==> src/rtl/id_ex_operand_stage.sv <==
// ID/EX operand stage feeding the RV32 ALU.
// Resolves rs1/rs2 forwarding, selects ALU operand sources and registers
// A/B/ALU control behind a valid/ready handshake with a 2-entry skid buffer.
// Optional feature macro: ID_EX_FORWARD_EN. When it is defined, the EX/MEM and
// MEM/WB bypass buses are used. When it is undefined, the fwd_* inputs are
// ignored and the hazard unit is expected to stall decode instead.
module id_ex_operand_stage #(
  parameter int XLEN = 32,
  parameter int REGW = 5
) (
  input  logic            clk,
  input  logic            reset,
  input  logic            flush,
  input  logic            in_valid,
  output logic            in_ready,
  input  logic [REGW-1:0] in_rs1,
  input  logic [REGW-1:0] in_rs2,
  input  logic [XLEN-1:0] in_rs1_data,
  input  logic [XLEN-1:0] in_rs2_data,
  input  logic [XLEN-1:0] in_pc,
  input  logic [XLEN-1:0] in_imm,
  input  logic            in_src_a,
  input  logic            in_src_b,
  input  logic [3:0]      in_alu_ctrl,
  input  logic [REGW-1:0] in_rd,
  input  logic            in_reg_write,
  input  logic            fwd_mem_we,
  input  logic [REGW-1:0] fwd_mem_rd,
  input  logic [XLEN-1:0] fwd_mem_data,
  input  logic            fwd_wb_we,
  input  logic [REGW-1:0] fwd_wb_rd,
  input  logic [XLEN-1:0] fwd_wb_data,
  output logic            out_valid,
  input  logic            out_ready,
  output logic [XLEN-1:0] out_a,
  output logic [XLEN-1:0] out_b,
  output logic [3:0]      out_alu_ctrl,
  output logic [XLEN-1:0] out_store_data,
  output logic [REGW-1:0] out_rd,
  output logic            out_reg_write
);

  typedef struct packed {
    logic [XLEN-1:0] a;
    logic [XLEN-1:0] b;
    logic [XLEN-1:0] store_data;
    logic [3:0]      alu_ctrl;
    logic [REGW-1:0] rd;
    logic            reg_write;
  } payload_t;

  typedef enum logic [1:0] {EMPTY, HALF, FULL} state_t;

  state_t          state;
  payload_t        main_q, skid_q, pay;
  logic [XLEN-1:0] rs1_val, rs2_val;
  logic            in_fire, out_fire;

`ifdef ID_EX_FORWARD_EN
  // Bypass mux: EX/MEM result is younger than MEM/WB, so it wins.
  function automatic logic [XLEN-1:0] fwd_sel(
    input logic [REGW-1:0] idx,
    input logic [XLEN-1:0] rf,
    input logic            mem_we,
    input logic [REGW-1:0] mem_rd,
    input logic [XLEN-1:0] mem_data,
    input logic            wb_we,
    input logic [REGW-1:0] wb_rd,
    input logic [XLEN-1:0] wb_data
  );
    if (idx == '0)                      return '0;
    else if (mem_we && (mem_rd == idx)) return mem_data;
    else if (wb_we && (wb_rd == idx))   return wb_data;
    else                                return rf;
  endfunction

  assign rs1_val = fwd_sel(in_rs1, in_rs1_data, fwd_mem_we, fwd_mem_rd, fwd_mem_data,
                           fwd_wb_we, fwd_wb_rd, fwd_wb_data);
  assign rs2_val = fwd_sel(in_rs2, in_rs2_data, fwd_mem_we, fwd_mem_rd, fwd_mem_data,
                           fwd_wb_we, fwd_wb_rd, fwd_wb_data);
`else
  // No bypass: register-file data only, x0 still reads as zero.
  logic unused_fwd;
  assign unused_fwd = ^{fwd_mem_we, fwd_mem_rd, fwd_mem_data,
                        fwd_wb_we, fwd_wb_rd, fwd_wb_data};
  assign rs1_val = (in_rs1 == '0) ? '0 : in_rs1_data;
  assign rs2_val = (in_rs2 == '0) ? '0 : in_rs2_data;
`endif

  // Assemble the payload captured at acceptance.
  always_comb begin
    pay            = '0;
    pay.a          = in_src_a ? in_pc  : rs1_val;
    pay.b          = in_src_b ? in_imm : rs2_val;
    pay.store_data = rs2_val;
    pay.alu_ctrl   = in_alu_ctrl;
    pay.rd         = in_rd;
    pay.reg_write  = in_reg_write;
  end

  // Ready depends on state only, so out_ready never reaches in_ready.
  assign in_ready  = (state != FULL) & ~reset;
  assign out_valid = (state != EMPTY);
  assign in_fire   = in_valid & in_ready;
  assign out_fire  = out_valid & out_ready;

  assign out_a          = main_q.a;
  assign out_b          = main_q.b;
  assign out_store_data = main_q.store_data;
  assign out_alu_ctrl   = main_q.alu_ctrl;
  assign out_rd         = main_q.rd;
  assign out_reg_write  = main_q.reg_write;

  // Occupancy FSM: main register drives the ALU, skid absorbs one extra item
  // accepted in the cycle the consumer stalls.
  always_ff @(posedge clk) begin
    if (reset) begin
      state  <= EMPTY;
      main_q <= '0;
      skid_q <= '0;
    end else if (flush) begin
      state <= EMPTY;
    end else begin
      unique case (state)
        EMPTY: begin
          if (in_fire) begin
            main_q <= pay;
            state  <= HALF;
          end
        end
        HALF: begin
          if (in_fire && !out_fire) begin
            skid_q <= pay;
            state  <= FULL;
          end else if (in_fire && out_fire) begin
            main_q <= pay;
          end else if (out_fire) begin
            state <= EMPTY;
          end
        end
        FULL: begin
          if (out_fire) begin
            main_q <= skid_q;
            state  <= HALF;
          end
        end
        default: state <= EMPTY;
      endcase
    end
  end

endmodule

==> config.mk <==
export PLATFORM = sky130hd
export DESIGN_NAME = id_ex_operand_stage
export DESIGN_NICKNAME = d
export VERILOG_FILES = /design/src/rtl/id_ex_operand_stage.sv
export SDC_FILE = /design/constraint.sdc
export NUM_CORES = 1
export LEC_CHECK = 0
export ABC_AREA = 1
export BUFFER_PORTS_ARGS = -buffer_cell sky130_fd_sc_hd__buf_4
export CAP_MARGIN = 20
export CORE_ASPECT_RATIO = 0.7
export CORE_MARGIN = 5
export CORE_UTILIZATION = 47
export DETAILED_ROUTE_END_ITERATION = 6
export GPL_TIMING_DRIVEN = 0
export PLACE_DENSITY = 0.77
export SYNTH_ARGS = -nofsm -noshare
export SYNTH_HDL_FRONTEND = slang
export SYNTH_SLANG_ARGS = --single-unit
==> constraint.sdc <==
create_clock -name clk -period 1.3 [get_ports clk]
set_input_delay 0.195 -clock clk [delete_from_list [all_inputs] [get_ports clk]]
set_output_delay 0.195 -clock clk [all_outputs]
set_load 0.1 [all_outputs]
Word level (Yosys, flattened, before mapping)
Cells that the tools add are included.
{"block": "totals", "output_inout_bits": 108, "inputBits": 231, "word_cells": 54, "regBits": 214}
{"block": "classes", "n_bitwise": 5, "reduce_logical": 12, "eq_ne": 9, "n_mux": 15}
{"cell": "106-bit two-way mux", "n": 4}
{"cell": "106-bit one-hot mux with 3 select lines", "n": 1}
{"cell": "32-bit two-way mux", "n": 4}
{"cell": "5-bit zero test", "n": 2}
{"cell": "2-bit two-way mux", "n": 5}
{"cell": "2-bit inequality test (second input constant)", "n": 5}
{"cell": "3-bit inequality test (second input constant)", "n": 2}
{"cell": "2-bit one-hot mux with 3 select lines", "n": 1}
{"cell": "6-bit AND reduction", "n": 1}
{"cell": "4-bit AND reduction", "n": 1}
{"cell": "1-bit AND", "n": 3}
{"cell": "3-bit AND reduction", "n": 1}
{"cell": "3-bit nonzero test", "n": 1}
{"cell": "2-bit by 1-bit equality test with 1-bit output (second input constant)", "n": 1}
{"cell": "2-bit equality test (second input constant)", "n": 1}
{"cell": "1-bit logical AND", "n": 2}
{"cell": "2-bit zero test", "n": 1}
{"cell": "1-bit inverter", "n": 2}
{"cell": "2-bit nonzero test", "n": 1}
{"cell": "2-bit OR reduction", "n": 1}
{"cell": "1-bit zero test", "n": 1}

Depth between registers and ports, before layout
{"block": "logic_depth", "depth_word": 7, "depth_mapped": 11, "ltp_nobuf": 9}

Worst setup path after synthesis
Ideal clock, no wire load.
{"block": "synth_path", "path_kind": "register to output", "startpoint": "reg state[0]", "endpoint": "out in_ready", "t_arrival_ns": 2.169, "stages_incl_launch_ff": 7, "required_time_ns": 1.105, "setup_slack_ns": -1.064, "path_buffers": 2, "path_cell_list": "dfxtp_1 > inv_2 > nand2_2 > inv_1 > buf_2 > clkbuf_1 > nor2_1"}
{"block": "synth_via", "elab_chain_cells": 2}
{"item": "start, declared", "line": "54", "text": "state_t state;"}
{"item": "start signal, assigned", "line": "118", "text": "state <= EMPTY;"}
{"item": "start signal, assigned", "line": "122", "text": "state <= EMPTY;"}
{"item": "start signal, assigned", "line": "128", "text": "state <= HALF;"}
{"item": "2-bit inequality test", "line": "102", "text": "assign in_ready = (state != FULL) & ~reset;"}
{"item": "1-bit AND", "line": "102"}
{"item": "end, declared", "line": "15", "text": "output logic in_ready,"}
Every way passes these cells.

Final worst setup path
{"block": "layout_path", "startpoint": "reg state[0]", "endpoint": "reg skid_q[103] in the netlist's numbering"}
{"block": "layout_via", "elab_chain_cells": 5, "word_cells_on_any_way": 9, "classes_between": "eq/ne: 2; bitwise: 3; reduce/logical: 4"}
{"item": "2-bit inequality test / 2-bit nonzero test (equally long branches)", "line": "102, 103"}
{"item": "1-bit AND, on equally long branches", "line": "102, 105"}
{"item": "1-bit AND / 1-bit zero test (equally long branches)", "line": "104, 132"}
{"item": "1-bit logical AND", "line": "132", "text": "if (in_fire && !out_fire) begin"}
{"item": "3-bit AND reduction (no line) *"}
{"item": "end signal, assigned", "line": "133", "text": "skid_q <= pay;"}
{"item": "end, declared", "line": "55", "text": "payload_t main_q, skid_q, pay;"}
Every way passes the cells marked *; elsewhere a longest branch is shown, timed or not.
A chain may end at the register's enable or synchronous reset.

==> results.json <==
{
  "pwr-share-seq": 0.390,
  "violations": "DRC, setup timing",
  "wirelength_um": 53890,
  "die_h_um": 137.2,
  "initial_core_util": 0.4781,
  "synth_edf_count": 0,
  "finalPower_mw": 17.89,
  "r2r_cells": 11,
  "fp-row-count": 46,
  "via_per_inst": 5.871,
  "detail_route.wl_per_cell_um": 21.44,
  "grt_antenna_before_repair": 3,
  "clock_path_buffers": 3,
  "io_pins": 339,
  "fin_nets": 2420,
  "cts_max_level": 1,
  "synthCells": 1813,
  "root_buffer": "clkbuf_16",
  "ant_nets": 0,
  "die-area_mm2": 0.02632,
  "ys_seq_area_frac": 0.3942,
  "startpoint_type": "register",
  "yosys_warnings": 0,
  "p_clk_frac": 0.349,
  "whs_path_depth": 3,
  "io_buffers": 259,
  "dpl_cell_area_mm2": 0.01340,
  "synth-seq-cells": 214,
  "rsz0062_at_grt": "yes",
  "power.switching_mw": 6.038,
  "end_kind": "register",
  "hp-class": "in -> reg",
  "syn_to_final_growth_pct": 74.21,
  "path_class": "reg -> reg",
  "finalClockSkew_ns": 0.01924,
  "dp_slack_ns": -0.6608,
  "swShare": 0.3376,
  "grt_pass1_wl_um": 64720,
  "die_x_um": 191.8,
  "cts_tree": "built",
  "p_leak_nw": 8.554,
  "post-route-min-period_ns": 1.860,
  "mappedNetlistArea_mm2": 0.01087,
  "p_per_area_mw_per_mm2": 944.5,
  "final.setup.worst_slack_ns": -0.5600,
  "setup_viol": 238,
  "hold_viol": 0,
  "final_area_mm2": 0.01894,
  "worstPathMaxFanout": 8,
  "slew-limit-headroom": 0.4100,
  "track_usage": 0.3099,
  "irDropWorstVdd_uv": 945.0,
  "synth_ff_type": "dfxtp_1",
  "cts_buffers": 23,
  "crit_required_ns": 1.69,
  "status": "complete, but fails checks",
  "drive_above_1_share": 0.3750,
  "final_cells": 2514,
  "combPwrFrac": 0.261,
  "gp_congestion": 0.9286,
  "gr-total-overflow": 0,
  "clk_latency_ns": 0.53,
  "synthTopCellsByCount": "nand2_1 (631), nor2_1 (294), dfxtp_1 (214)",
  "intPower_mw": 11.85,
  "drt_pass1_iterations": 7,
  "synth.most_common_cell": "nand2_1",
  "slew_violations": 0,
  "tightest_slew_ns": 0.8850,
  "core_area_mm2": 0.02273,
  "synthTopCellsByArea": "dfxtp_1 (39%), nand2_1 (22%), nor2_1 (10%), a21oi_1 (7.0%), inv_1 (6.8%)",
  "hpwl_um": 28390,
  "synth_top_cell_by_area": "dfxtp_1",
  "fin_crit_sh": 1.431,
  "clkSinkCount": 214,
  "synth_top_area_frac": 0.3942,
  "drv_cap": 0,
  "drt_iter0_markers": 2037,
  "vias": 14760,
  "arrival_ns": 2.25,
  "place_inst": 2384,
  "synth_cell_types": 19,
  "grt_max_degree": 13,
  "clk_pin_slew_ns": 0.07,
  "async_flop_share": 0,
  "route.detailed.drc": 13,
  "first_global_vias": 12210,
  "synthesis.nets": 2044,
  "max_clock_freq_mhz": 537.6,
  "avgSynthCellArea_um2": 5.995
}
[layout make-up]
type	count	area, µm²
Antenna cell	2	5.005
Buffer	126	1126
Clock buffer	33	643.1
Clock inverter	3	18.77
Fill cell	1223	3799
Inverter	201	767.0
Multi-Input combinational cell	1266	6965
Sequential cell	214	4362
Tap cell	312	390.4
Timing Repair Buffer	357	4658
[registers in the layout, summed over array words and instances (netlist names)]
name / cells
out_reg_write: 1
out_a: 32
out_store_data: 32
out_alu_ctrl: 4
out_b: 32
state: 2
skid_q: 106
out_rd: 5
[metrics by stage]
stage	TNS [ns]	hold slack (ns)	utilization
after global placement	-82.71	0.4459	0.5893
after detailed placement	-91.97	0.4515	0.5893
after CTS	-74.93	0.0001488	0.7134
after floorplan	-6.963	0.3591	-
after global routing	-96.60	0.01701	0.8329
final	-88.47	0.007559	0.8329
[layer usage]
| metal | vias up | wire [µm] | global-route usage |
|---|---|---|---|
| met1 | 6817 | 19750 | 0.4454 |
| met2 | 1248 | 23370 | 0.4765 |
| met3 | 378 | 6854 | 0.05750 |
| met5 | - | 12 | 0 |
| met4 | 2 | 3900 | 0.09171 |
| li1 | 6314 | - | - |
[repair_timing]
item / 4_1_cts / 5_1_grt
setup endpoints to repair: 321 / 312
hold buffers: 26 / 0
gates resized for setup: 299 / 688
buffers inserted: 28 / 15
gates cloned: 23 / 10
pin swaps: 40 / 92
endpoints found under the hold margin: 26 / 0
[placed cells by master, fill, tap and decap left out, drive strengths merged]
cell,n
buf,370
dlygate4sd3,26
dfxtp,214
bufbuf,4
nor3,33
inv,202
nand2,634
nand4,42
a21oi,151
o21ai,48
nor2,295
diode,2
clkbuf,116
clkinv,2
nand3,63
[worst max-delay path, cell delays in order, from the launching register on]
cell       delay [ns]
dfxtp_4          0.36
inv_4            0.05
nand2_8          0.08
buf_6            0.11
nand3_4          0.09
nor2_4           0.16
buf_6            0.15
nand2_8          0.10
buf_12           0.20
clkbuf_16        0.16
o21ai_1          0.17
nor2_1           0.10
[power by group through the flow]
| stage | Clock, mW | Sequential (mW) | Combinational [mW] |
|---|---|---|---|
| after floorplan | 0 | 8.23 | 1.08 |
| after global placement | 0 | 6.99 | 3.34 |
| after detailed placement | 0 | 7.00 | 3.38 |
| after CTS | 6.10 | 6.87 | 3.82 |
| after global routing | 6.42 | 6.99 | 4.85 |
| final | 6.25 | 6.97 | 4.67 |
[logic make-up (layout without fill, tap and decap cells)]
family                 Yosys count  after routing  share of synthesized area
buffers and inverters          333            720                     0.1220
AO/OA/AOI/OAI                  199            199                    0.09163
AND/OR/NAND/NOR               1067           1067                     0.3922
other                            0              2                          0
flip-flops                     214            214                     0.3942
[path summary, 6_finish.rpt]
check / startpoint / endpoint / slack (ns)
setup / recovery: state[0] / skid_q[103] / -0.56
setup reg to reg: state[0] / skid_q[103] / -0.56
hold / removal: in_rs2_data[28] / skid_q[38] / 0.008
hold reg to reg: skid_q[19] / skid_q[19] / 0.47
No activity file was read; power rests on OpenSTA's default activity.
